`config.mk`:
```
export PLATFORM = sky130hd
export DESIGN_NAME = dbi_tx_arb
export DESIGN_NICKNAME = d
export VERILOG_FILES = /design/src/rtl/dbi_tx_arb.sv
export SDC_FILE = /design/constraint.sdc
export NUM_CORES = 1
export LEC_CHECK = 0
export ABC_CLOCK_PERIOD_IN_PS = 2250
export CORE_MARGIN = 5
export CORE_UTILIZATION = 45
export DETAILED_ROUTE_END_ITERATION = 7
export GPL_TIMING_DRIVEN = 0
export PLACE_DENSITY = 0.76
export REMOVE_ABC_BUFFERS = 1
export SLEW_MARGIN = 30
export SYNTH_ARGS = -nofsm -noshare
export SYNTH_HDL_FRONTEND = slang
export SYNTH_SLANG_ARGS = --single-unit
```
`constraint.sdc`:
```
create_clock -name clk -period 2.25 [get_ports clk]
set_clock_uncertainty 0.05 [all_clocks]
set_input_delay 0.225 -clock clk [delete_from_list [all_inputs] [get_ports clk]]
set_output_delay 0.225 -clock clk [all_outputs]
set_load 0.02 [all_outputs]
```
`src/rtl/dbi_tx_arb.sv`:
```
// dbi_tx_arb: shares one DBI TX PHY command/data channel between two requesters.
//   m0_* : frame sequencer requester (vld/rdy handshake, payload typ/dat/last/no_dat/hrst)
//   m1_* : software command requester (same handshake/payload as m0)
//   dtp_*: PHY side, driven from the head of a 2-entry registered skid slice
//   arb_busy_o  : a grant is currently held
//   arb_owner_o : current (or most recent) grant owner
// Grants are round-robin and held for a whole transaction. A transaction ends on an
// accepted owner beat carrying last, no_dat or hrst.
module dbi_tx_arb #(
    parameter int unsigned DBI_IF_D_W = 8
) (
    input  logic                  clk,
    input  logic                  rst_n,
    input  logic [DBI_IF_D_W-1:0] m0_tx_cmd_typ_i,
    input  logic [DBI_IF_D_W-1:0] m0_tx_cmd_dat_i,
    input  logic                  m0_tx_last_i,
    input  logic                  m0_tx_no_dat_i,
    input  logic                  m0_dbi_hrst_i,
    input  logic                  m0_tx_vld_i,
    output logic                  m0_tx_rdy_o,
    input  logic [DBI_IF_D_W-1:0] m1_tx_cmd_typ_i,
    input  logic [DBI_IF_D_W-1:0] m1_tx_cmd_dat_i,
    input  logic                  m1_tx_last_i,
    input  logic                  m1_tx_no_dat_i,
    input  logic                  m1_dbi_hrst_i,
    input  logic                  m1_tx_vld_i,
    output logic                  m1_tx_rdy_o,
    input  logic                  dtp_tx_rdy_i,
    output logic [DBI_IF_D_W-1:0] dtp_tx_cmd_typ_o,
    output logic [DBI_IF_D_W-1:0] dtp_tx_cmd_dat_o,
    output logic                  dtp_tx_last_o,
    output logic                  dtp_tx_no_dat_o,
    output logic                  dtp_dbi_hrst_o,
    output logic                  dtp_tx_vld_o,
    output logic                  arb_busy_o,
    output logic                  arb_owner_o
);

    localparam logic [0:0] ARB_ST = 1'b0;
    localparam logic [0:0] GNT_ST = 1'b1;

    typedef struct packed {
        logic [DBI_IF_D_W-1:0] typ;
        logic [DBI_IF_D_W-1:0] dat;
        logic                  last;
        logic                  no_dat;
        logic                  hrst;
    } beat_t;

    logic [0:0] state_q, state_d;
    logic       owner_q, owner_d;
    logic       m0_rdy_q, m0_rdy_d;
    logic       m1_rdy_q, m1_rdy_d;
    beat_t      e0_q, e0_d;
    beat_t      e1_q, e1_d;
    logic       v0_q, v0_d;
    logic       v1_q, v1_d;

    beat_t m0_beat;
    beat_t m1_beat;
    beat_t own_beat;
    logic  own_vld;
    logic  own_rdy;
    logic  push;
    logic  pop;
    logic  boundary;

    // Owner-side mux; rdy flops are only ever high in GNT_ST for the owner.
    always_comb begin
        m0_beat  = '{typ: m0_tx_cmd_typ_i, dat: m0_tx_cmd_dat_i, last: m0_tx_last_i,
                     no_dat: m0_tx_no_dat_i, hrst: m0_dbi_hrst_i};
        m1_beat  = '{typ: m1_tx_cmd_typ_i, dat: m1_tx_cmd_dat_i, last: m1_tx_last_i,
                     no_dat: m1_tx_no_dat_i, hrst: m1_dbi_hrst_i};
        own_beat = owner_q ? m1_beat : m0_beat;
        own_vld  = owner_q ? m1_tx_vld_i : m0_tx_vld_i;
        own_rdy  = owner_q ? m1_rdy_q : m0_rdy_q;
        push     = own_vld & own_rdy;
        pop      = v0_q & dtp_tx_rdy_i;
        boundary = own_beat.last | own_beat.no_dat | own_beat.hrst;
    end

    // Arbitration FSM: on a tie the requester that is not the last owner wins.
    always_comb begin
        state_d = state_q;
        owner_d = owner_q;
        case (state_q)
            ARB_ST: begin
                if (m0_tx_vld_i | m1_tx_vld_i) begin
                    state_d = GNT_ST;
                    owner_d = (m0_tx_vld_i & m1_tx_vld_i) ? ~owner_q : m1_tx_vld_i;
                end
            end
            GNT_ST: begin
                if (push & boundary) begin
                    state_d = ARB_ST;
                end
            end
            default: state_d = ARB_ST;
        endcase
    end

    // Skid slice: e0 is the head; push and pop together only happen with one entry held.
    always_comb begin
        e0_d = e0_q;
        e1_d = e1_q;
        v0_d = v0_q;
        v1_d = v1_q;
        case ({push, pop})
            2'b10: begin
                if (!v0_q) begin
                    e0_d = own_beat;
                    v0_d = 1'b1;
                end else begin
                    e1_d = own_beat;
                    v1_d = 1'b1;
                end
            end
            2'b01: begin
                e0_d = e1_q;
                v0_d = v1_q;
                v1_d = 1'b0;
            end
            2'b11: begin
                e0_d = own_beat;
            end
            default: ;
        endcase
    end

    // Ready is registered by evaluating it against the next-cycle state and occupancy.
    always_comb begin
        m0_rdy_d = (state_d == GNT_ST) && !owner_d && !v1_d;
        m1_rdy_d = (state_d == GNT_ST) &&  owner_d && !v1_d;
    end

    always_ff @(posedge clk or negedge rst_n) begin
        if (!rst_n) begin
            state_q  <= ARB_ST;
            owner_q  <= 1'b1;
            m0_rdy_q <= 1'b0;
            m1_rdy_q <= 1'b0;
            e0_q     <= '0;
            e1_q     <= '0;
            v0_q     <= 1'b0;
            v1_q     <= 1'b0;
        end else begin
            state_q  <= state_d;
            owner_q  <= owner_d;
            m0_rdy_q <= m0_rdy_d;
            m1_rdy_q <= m1_rdy_d;
            e0_q     <= e0_d;
            e1_q     <= e1_d;
            v0_q     <= v0_d;
            v1_q     <= v1_d;
        end
    end

    assign m0_tx_rdy_o      = m0_rdy_q;
    assign m1_tx_rdy_o      = m1_rdy_q;
    assign dtp_tx_cmd_typ_o = e0_q.typ;
    assign dtp_tx_cmd_dat_o = e0_q.dat;
    assign dtp_tx_last_o    = e0_q.last;
    assign dtp_tx_no_dat_o  = e0_q.no_dat;
    assign dtp_dbi_hrst_o   = e0_q.hrst;
    assign dtp_tx_vld_o     = v0_q;
    assign arb_busy_o       = (state_q == GNT_ST);
    assign arb_owner_o      = owner_q;

endmodule
```
Word-level counts from Yosys, hierarchy flattened:

Index checks and enable logic that the tools add are counted.

* eq/ne operators: 4
* mux-type cells: 14
* bitwise gates (word level): 9
* reduce and logical (&&, ||, !) cells: 10

Operators with widths (count)
* 19-bit one-hot mux with 3 select lines: 1
* 19-bit 2-to-1 mux: 2
* 1-bit 2-to-1 mux: 8
* 1-bit one-hot mux with 2 select lines: 3
* 1-bit AND: 4
* 2-bit == test, second input constant: 2
* 1-bit logical AND: 4
* 2-bit AND reduction: 2
* 1-bit bitwise OR: 3
* 3-bit nonzero test: 1
* 2-bit by 1-bit == test with 1-bit output, second input constant: 1
* 1-bit logical NOT: 2
* 2-bit inequality test, second input constant: 1
* 1-bit inverter: 2
* 2-bit nonzero test: 1

* register bits after elaboration: 44
* input port bits: 43
* output and inout bits: 24
* word-level logic and storage cells: 53

Logic depth before layout (Yosys ltp):

Gate-level depths: netlist of run 1.

* depth after elaboration: 8
* gate-level depth with buffers: 10
* mapped depth without buffers: 7

Worst setup path before layout of run 1:

No wires, ideal clock.

* path type: register -> register
* start: register owner_q, in the netlist arb_owner_o
* end: register e1_q[0] (netlist bit)
* library setup time: 125 ps
* data arrival time: 1911 ps
* data required time: 2075 ps
* setup slack: 164 ps
* stages on the path, launching flop included: 10
* path buffers: 3
* clock period less this slack: 2086 ps
* cells stage by stage: dfstp_2 > buf_4 > nand3_1 > o21a_1 > inv_1 > ha_1 > and2_1 > buf_2 > buf_4 > mux2_2

* cells in the longest elaborated chain, start to end: 4
* elaborated cells on any way between the ends: 6
* those cells by class: eq/ne (1); mux (3); bitwise (1); reduce/logical (1)

RTL lines
* start, declared: RTL line 51 `logic owner_q, owner_d;`
* start signal, assigned: RTL line 148 `owner_q <= owner_d;`
* 1-bit 2-to-1 mux, on equally long branches: RTL line 75, 76
* 1-bit AND: RTL line 77 `push = own_vld & own_rdy;`
* 2-bit == test: RTL line 108 `case ({push, pop})`
* 2-bit AND reduction (no line)
* end signal, assigned: RTL line 143 `e1_q <= '0;`
* end signal, assigned: RTL line 152 `e1_q <= e1_d;`
* end, declared: RTL line 55 `beat_t e1_q, e1_d;`

Several ways; a longest one is shown, not always the timed one.
A chain may end at the register's enable or synchronous reset.

Worst setup path after layout of run 1:

* start: register owner_q, in the netlist arb_owner_o
* end: register e1_q[1] (netlist bit)

The elaborated chain is that of the path after synthesis.

==> flow_metrics.py, run 1 <==
metrics = {
    "outcome": {
        "status": "completed",
    },
    "placed_design": {
        "io_buffers": 66,
        "gp_congestion": 0.696,
        "dpl_cell_area_um2": 2870,
        "pre_cts_slack_ps": -718,
        "dp_hpwl_um": 3220,
    },
    "pwr": {
        "switching_share": 0.364,
        "vdd_ir_drop_max_mv": 0.682,
        "p_leak_nw": 1.32,
        "p_clk_frac": 0.129,
        "comb_power_share": 0.504,
        "pwr-share-seq": 0.367,
        "powerDensity_nw_per_um2": 1330,
        "power.internal_mw": 2.55,
        "power_switching_mw": 1.46,
    },
    "grt": {
        "grt.overflow.total": 0,
        "grt_pass1_vias": 1664,
        "grt_first_pass_wirelength_um": 7970,
        "antenna_found_initial": 0,
        "grt_use_total": 0.163,
        "grt_max_degree": 45,
    },
    "clocking": {
        "path_clk_slew_ps": 70,
        "h-tree-depth": 2,
        "clkSinkCount": 44,
        "insertion_delay_ps": 290,
        "cts_tree": "yes",
        "cts_buffers": 5,
        "root_buffer": "clkbuf_8",
        "cts.path.max_buffers": 2,
    },
    "floorplan": {
        "row_count": 25,
        "ios": 67,
        "start_util": 0.463,
        "die_y_um": 79.7,
        "core-area_um2": 4720,
        "die_w_um": 79.7,
        "die_area_um2": 6350,
    },
    "finish": {
        "mostFrequentLayoutCells": "clkdlybuf4s50_1, dfrtp_1, mux2_2",
        "final_net_count": 296,
        "drive_above_1_share": 0.191,
        "post-route-cell-area_um2": 3020,
        "syn_to_final_growth_pct": 38.0,
        "antenna_cells": 0,
        "multi_input_area_um2": 982,
        "final_common_cell": "clkdlybuf4s50_1",
        "fillCellCount": 398,
        "regArea_um2": 1110,
        "final_core_util": 0.639,
    },
    "critical_path": {
        "max_stage_delay_ps": 770,
        "crit_cells": 6,
        "rrSetupSlack_ps": 100,
        "rr_startpoint": "arb_owner_o",
        "critPathMaxFanout": 15,
        "worstSetupEndpoint": "e1_q[1]",
        "slowest_stage": "dfstp_4",
        "cp.required_ps": 2370,
        "critPathLaunch": "arb_owner_o",
        "cp.arrival_ps": 2270,
        "path_buf_inv": 1,
        "start_kind": "flop",
        "reg2reg_depth": 6,
        "worstReg2RegEnd": "e1_q[1]",
        "critical_path_class": "reg -> reg",
        "crit_path_cell_trace": "nand3_1 -> o21a_1 -> inv_1 -> ha_1 -> and2_4 -> mux2_2",
        "worst_setup_path_end_kind": "flop",
        "cp_top_family": "flip-flops",
    },
    "sta": {
        "fin_crit_sh": 0.956,
        "layout_min_cycle_time_ps": 2150,
        "setup-tns-final_ps": 0,
        "drv_slew": 0,
        "hold_violations": 0,
        "worst_slack_ps": 98.7,
        "max-slew-margin-rel": 0.618,
        "rsz0062_at_grt": "no",
        "max_freq_ghz": 0.465,
        "setup_violations": 0,
        "worst_pin_slew_ps": 572,
    },
    "logic_synthesis": {
        "synthTopCellsByArea": "dfrtp_1, mux2_2, mux2i_1",
        "syn_inst": 184,
        "avgSynthCellArea_um2": 11.9,
        "ys_seq_area_frac": 0.504,
        "yosys_warnings": 0,
        "synth-seq-cells": 44,
        "synth_top_cell_area_share": 0.492,
        "synth_area_um2": 2190,
        "yosys.area.top_type": "dfrtp_1",
        "netlist-cell-type-count": 27,
    },
    "hold_path": {
        "hp-class": "in -> async",
    },
    "job": {
        "maxCapViolCount": 0,
    },
    "route": {
        "detail_route.vias_per_cell": 5.03,
        "vias": 1599,
        "drt_first_iter_violations": 47,
        "drt-total-wl_um": 4790,
        "post_drt_wl_per_cell_um": 15.1,
        "firstDrtPassIters": 4,
        "drc": 0,
        "postRouteAntennaNets": 0,
    },
}
==> cells by family (layout without fill, tap and decap cells) <==
family,after synthesis,after routing,share of synthesized area
flip-flops,44,44,0.504
AO/OA/AOI/OAI,28,28,0.0812
buffers and inverters,23,89,0.0572
AND/OR/NAND/NOR,30,31,0.0618
adder cells (fa/ha/maj),2,2,0.0114
multiplexers,57,57,0.284
==> final cells by class <==
cell class,count,share of cell area
inverters,12,0.0149
flip-flops and latches,44,0.366
multi-input cells,118,0.325
well taps,67,0.0278
clock buffers,7,0.0319
repair buffers,70,0.234
==> sequential cells by signal (all words and copies together) (netlist names) <==
signal,count
arb_busy_o,1
arb_owner_o,1
dtp_dbi_hrst_o,1
dtp_tx_cmd_dat_o,8
dtp_tx_cmd_typ_o,8
dtp_tx_last_o,1
dtp_tx_no_dat_o,1
dtp_tx_vld_o,1
e1_q,19
m0_tx_rdy_o,1
m1_tx_rdy_o,1
v1_q,1
==> worst min-delay path by stage <==
stage | cells past startpoint | end | slack (ps)
finish | 2 | dtp_tx_cmd_dat_o[3] | 440
global route | 1 | e1_q[16] | 480
CTS | 2 | dtp_tx_cmd_dat_o[1] | 430
detailed placement | 1 | dtp_tx_cmd_dat_o[3] | 210
global placement | 1 | e1_q[3] | 440
floorplan | 0 | arb_busy_o | -120
==> metal layers <==
metal | GRT usage | vias up | part of all wire
met5 | 0 | - | 0
met4 | 0.0430 | 0 | 0.0086
met3 | 0.0474 | 5 | 0.052
met2 | 0.295 | 35 | 0.53
met1 | 0.187 | 785 | 0.41
li1 | - | 774 | -
==> per-stage QoR <==
| step | hold slack [ps] | std cells | power [mW] |
|---|---|---|---|
| 2_1_floorplan | -121 | 173 | 2.66 |
| 3_3_place_gp | 438 | 306 | 3.37 |
| 3_5_place_dp | 210 | 308 | 3.45 |
| 4_1_cts | 434 | 317 | 4.06 |
| 5_1_grt | 481 | 318 | 4.29 |
| 6_report | 437 | 318 | 4.01 |
==> synth_stat cells <==
master,n
nor4_1,1
o31a_1,1
and2_1,1
o311ai_1,1
mux2i_1,25
nor2b_1,2
buf_2,4
a21oi_1,21
nor2_1,20
nor3b_1,1
nand3_1,1
nand2_1,2
ha_1,2
dfrtp_1,43
or3_1,1
buf_6,2
o21a_1,1
mux2_2,29
a31oi_1,1
nand4b_1,1
o41ai_1,1
inv_1,12
buf_4,5
dfstp_2,1
mux2_4,3
o22ai_1,1
o311ai_4,1
==> what timing repair did <==
item                       4_1_cts  5_1_grt
setup endpoints to repair       42       13
hold buffers                     1        0
hold endpoints to repair        43        0
buffers inserted                 1        0
gates cloned                     0        1
resized for setup                4        0
==> power by group through the flow <==
stage	logic (mW)	clock network, mW	registers, mW
floorplan	0.936	0	1.72
global placement	1.87	0	1.50
detailed placement	1.93	0	1.52
CTS	2.05	0.539	1.48
global route	2.19	0.569	1.53
finish	2.02	0.517	1.47
No activity file was read; power rests on OpenSTA's default activity.
==> inputs of run 2 (changes only) <==
- CORE_UTILIZATION: 45 -> 35
- PLACE_DENSITY: 0.76 -> 0.62
==> flow_metrics.py, run 2 (synthesis results as in run 1) <==
metrics = {
    "outcome": {
        "status": "completed",
    },
    "placed_design": {
        "dp_hpwl_um": 3240,
        "io_buffers": 66,
        "dp_cells": 316,
        "gp_congestion": 0.662,
        "pre_cts_slack_ps": -401,
    },
    "critical_path": {
        "slowest_stage": "dfstp_4",
        "critical_path_class": "reg -> reg",
        "critPathMaxFanout": 13,
        "cp.required_ps": 2380,
        "crit_path_cell_trace": "nand3_1 -> o21a_1 -> inv_1 -> ha_1 -> and2_4 -> mux2_2",
        "max_stage_delay_ps": 650,
        "start_kind": "flop",
        "worst_setup_path_end_kind": "flop",
        "cp.arrival_ps": 2160,
    },
    "finish": {
        "final_net_count": 298,
        "final_core_util": 0.507,
        "final_cells": 329,
        "fillCellCount": 574,
        "antenna_cells": 0,
        "largest_reg_flops": 19,
        "mostFrequentLayoutCells": "clkdlybuf4s50_1, dfrtp_1, mux2_2",
        "drive_above_1_share": 0.193,
        "regMostFlops": "e1_q",
        "final_common_cell": "clkdlybuf4s50_1",
        "syn_to_final_growth_pct": 38.9,
    },
    "route": {
        "postRouteAntennaNets": 0,
        "detail_route.vias_per_cell": 4.83,
        "vias": 1589,
        "post_drt_wl_per_cell_um": 14.9,
        "drt-total-wl_um": 4900,
        "firstDrtPassIters": 4,
        "drc": 0,
        "drt_first_iter_violations": 14,
    },
    "clocking": {
        "h-tree-depth": 2,
        "cts_buffers": 5,
        "root_buffer": "clkbuf_8",
        "insertion_delay_ps": 290,
        "cts_tree": "yes",
        "path_clk_slew_ps": 80,
        "cts.path.max_buffers": 2,
        "clkSinkCount": 44,
    },
    "sta": {
        "layout_min_cycle_time_ps": 2030,
        "fin_hold_ws_ps": 403,
        "worst_pin_slew_ps": 579,
        "worst_slack_ps": 222,
        "rsz0062_at_grt": "no",
        "fin_crit_sh": 0.901,
        "drv_slew": 0,
        "max_freq_ghz": 0.493,
        "max-slew-margin-rel": 0.614,
        "hold_violations": 0,
        "setup_violations": 0,
    },
    "grt": {
        "grt.overflow.total": 0,
        "grt_max_degree": 45,
        "antenna_found_initial": 0,
        "grt_pass1_vias": 1561,
        "grt_use_total": 0.127,
        "grt_first_pass_wirelength_um": 7560,
    },
    "floorplan": {
        "core-area_um2": 5990,
        "die_y_um": 89.1,
        "die_w_um": 89.1,
        "row_count": 28,
        "ios": 67,
        "start_util": 0.365,
        "die_area_um2": 7930,
    },
    "pwr": {
        "p_leak_nw": 1.32,
        "power_switching_mw": 1.45,
        "switching_share": 0.363,
        "vdd_ir_drop_max_mv": 0.749,
        "power.internal_mw": 2.55,
        "pwr-share-seq": 0.355,
        "p_clk_frac": 0.126,
        "comb_power_share": 0.518,
        "powerDensity_nw_per_um2": 1320,
    },
    "job": {
        "maxCapViolCount": 0,
    },
    "hold_path": {
        "hp-class": "in -> async",
    },
}
[run 2: final timing paths]
check                                    start                  end  slack, ps  cells past startpoint
hold reg to reg            dtp_tx_cmd_typ_o[0]  dtp_tx_cmd_typ_o[0]        460                      1
max in group asynchronous                rst_n                 v1_q       1330                      2
setup / recovery                   arb_owner_o              e1_q[6]        220                      6
min in group clk           dtp_tx_cmd_typ_o[0]  dtp_tx_cmd_typ_o[0]        460                      1
hold / removal                           rst_n          m1_tx_rdy_o        400                      2
setup reg to reg                   arb_owner_o              e1_q[6]        220                      6
[run 2: layout make-up]
type / instances / area, µm² / share of cell area
Timing Repair Buffer: 72 / 721 / 0.237
Inverter: 12 / 45.0 / 0.0148
Clock buffer: 8 / 90.1 / 0.0297
Multi-Input combinational cell: 118 / 982 / 0.323
Tap cell: 75 / 93.8 / 0.0309
Sequential cell: 44 / 1110 / 0.364
[run 2: metal layers]
layer | up-vias | global-route usage | wire length, µm
met1 | 765 | 0.155 | 2140
met2 | 42 | 0.219 | 2410
met5 | - | 0 | 0
li1 | 777 | - | -
met4 | 0 | 0.0365 | 57
met3 | 5 | 0.0359 | 292
[run 2: critical path: cells and delay by family, from the launching register on]
| family | cells | cell delay (ps) |
|---|---|---|
| compound gates | 1 | 170 |
| flops | 1 | 650 |
| simple gates | 2 | 380 |
| fa+ha+maj | 1 | 210 |
| buf+inv | 1 | 80 |
| mux | 1 | 360 |
[run 2: per-stage QoR]
stage          setup TNS (ps)  area [µm²]  total power [mW]
2_1_floorplan           -8030        2110              2.66
3_3_place_gp           -42410        2860              3.39
3_5_place_dp           -11430        2890              3.45
4_1_cts                     0        3020              4.04
5_1_grt                     0        3040              4.30
6_report                    0        3040              4.00
[run 2: power groups by stage]
| stage | logic, mW | clock network [mW] | registers (mW) |
|---|---|---|---|
| floorplan | 0.936 | 0 | 1.72 |
| global placement | 1.88 | 0 | 1.51 |
| detailed placement | 1.92 | 0 | 1.53 |
| CTS | 2.03 | 0.524 | 1.48 |
| global route | 2.26 | 0.554 | 1.48 |
| finish | 2.08 | 0.506 | 1.42 |
[run 2: repair_timing]
action / 4_1_cts / 5_1_grt
gates resized for setup: 3 / 0
buffers inserted: 1 / 2
hold endpoints to repair: 43 / 0
hold buffers: 1 / 0
setup endpoints to repair: 42 / 13
cloned: 0 / 1
==> inputs of run 3 (changes only) <==
- RECOVER_POWER: default -> 50
==> flow_metrics.py, run 3 (synthesis results as in run 1) <==
metrics = {
    "clocking": {
        "insertion_delay_ps": 290,
        "clkSinkCount": 44,
        "cts_tree": "yes",
        "cts_buffers": 5,
        "root_buffer": "clkbuf_8",
        "h-tree-depth": 2,
        "cts.path.max_buffers": 2,
        "path_clk_slew_ps": 80,
    },
    "critical_path": {
        "rrSetupSlack_ps": 220,
        "path_buf_inv": 1,
        "worst_setup_path_end_kind": "flop",
        "crit_path_cell_trace": "nand3_1 -> o21a_1 -> inv_1 -> ha_1 -> and2_4 -> mux2_2",
        "reg2reg_depth": 6,
        "cp.required_ps": 2380,
        "start_kind": "flop",
        "rr_startpoint": "arb_owner_o",
        "cp_top_family": "flip-flops",
        "max_stage_delay_ps": 650,
        "slowest_stage": "dfstp_4",
        "worstSetupEndpoint": "e1_q[6]",
        "critPathMaxFanout": 13,
        "critical_path_class": "reg -> reg",
        "crit_cells": 6,
        "critPathLaunch": "arb_owner_o",
        "worstReg2RegEnd": "e1_q[6]",
        "cp.arrival_ps": 2160,
    },
    "sta": {
        "hold_violations": 0,
        "worst_pin_slew_ps": 1120,
        "fin_crit_sh": 0.901,
        "setup_violations": 0,
        "drv_slew": 0,
        "max-slew-margin-rel": 0.251,
        "layout_min_cycle_time_ps": 2030,
        "max_freq_ghz": 0.493,
        "rsz0062_at_grt": "no",
        "worst_slack_ps": 222,
    },
    "job": {
        "maxCapViolCount": 0,
    },
    "finish": {
        "antenna_cells": 0,
        "final_core_util": 0.507,
        "regMostFlops": "e1_q",
        "mostFrequentLayoutCells": "clkdlybuf4s50_1, dfrtp_1, mux2_2",
        "largest_reg_flops": 19,
        "drive_above_1_share": 0.193,
        "syn_to_final_growth_pct": 38.8,
        "final_net_count": 298,
        "final_common_cell": "clkdlybuf4s50_1",
    },
    "route": {
        "detail_route.vias_per_cell": 4.83,
        "drt_first_iter_violations": 15,
        "postRouteAntennaNets": 0,
        "drc": 0,
        "firstDrtPassIters": 4,
        "vias": 1589,
        "post_drt_wl_per_cell_um": 14.9,
        "drt-total-wl_um": 4900,
    },
    "floorplan": {
        "die_y_um": 89.1,
        "die_w_um": 89.1,
        "core-area_um2": 5990,
        "row_count": 28,
        "ios": 67,
        "die_area_um2": 7930,
        "start_util": 0.365,
    },
    "placed_design": {
        "io_buffers": 66,
        "pre_cts_slack_ps": -401,
        "dp_hpwl_um": 3240,
        "gp_congestion": 0.662,
    },
    "grt": {
        "antenna_found_initial": 0,
        "grt_use_total": 0.127,
        "grt.overflow.total": 0,
        "grt_pass1_vias": 1561,
        "grt_first_pass_wirelength_um": 7560,
        "grt_max_degree": 45,
    },
    "outcome": {
        "status": "completed",
    },
    "pwr": {
        "p_leak_nw": 1.32,
        "powerDensity_nw_per_um2": 1310,
        "vdd_ir_drop_max_mv": 0.742,
    },
    "hold_path": {
        "hp-class": "reg -> reg",
    },
}
[run 3: area by class of cell]
cell class                 instances  area [µm²]
sequential                        44        1110
fill                             573        2960
multi-input combinational        118         982
clock buffer                       8        90.1
timing repair buffer              72         718
tap                               75        93.8
inverter                          12        45.0
[run 3: worst register-to-register path, stage by stage (launching register included)]
cell     delay (ps)
dfstp_4         650
nand3_1          80
o21a_1          170
inv_1            80
ha_1            210
and2_4          300
mux2_2          370
[run 3: how the worst min path moves through the flow]
stage	slack, ps	cells past startpoint	endpoint	start
after floorplan	-120	0	arb_busy_o	rst_n
after global placement	440	1	e1_q[4]	e1_q[4]
after detailed placement	210	1	m1_tx_rdy_o	rst_n
after CTS	440	2	m1_tx_rdy_o	rst_n
after global routing	470	1	dtp_tx_cmd_typ_o[2]	dtp_tx_cmd_typ_o[2]
final	460	1	dtp_tx_cmd_dat_o[5]	dtp_tx_cmd_dat_o[5]
[run 3: per-stage QoR]
| step | power (mW) | hold slack (ps) | cell area [µm²] | instances | setup TNS (ps) |
|---|---|---|---|---|---|
| 6_report | 3.96 | 458 | 3040 | 329 | 0 |
| 4_1_cts | 4.04 | 439 | 3020 | 326 | 0 |
| 3_3_place_gp | 3.39 | 440 | 2860 | 314 | -42410 |
| 3_5_place_dp | 3.45 | 213 | 2890 | 316 | -11430 |
| 2_1_floorplan | 2.66 | -121 | 2110 | 173 | -8030 |
| 5_1_grt | 4.25 | 472 | 3040 | 329 | 0 |
[run 3: timing repair]
item | CTS | global route
setup buffers | 1 | 2
setup endpoints to repair | 42 | 13
hold buffers | 1 | 0
gates resized for setup | 3 | 0
endpoints found under the hold margin | 43 | 0
gates cloned | 0 | 1
[run 3: layer usage]
layer  vias up  track usage  routed length [µm]
li1        777            -                   -
met1       765        0.155                2140
met2        42        0.219                2410
met3         5       0.0359                 292
met4         0       0.0365                  57
met5         -            0                   0
[run 3: where the power goes]
group | internal (mW) | leakage [nW] | switching, mW
clock | 0.251 | 0.0455 | 0.255
combinational | 1.06 | 0.769 | 0.979
sequential | 1.20 | 0.508 | 0.216
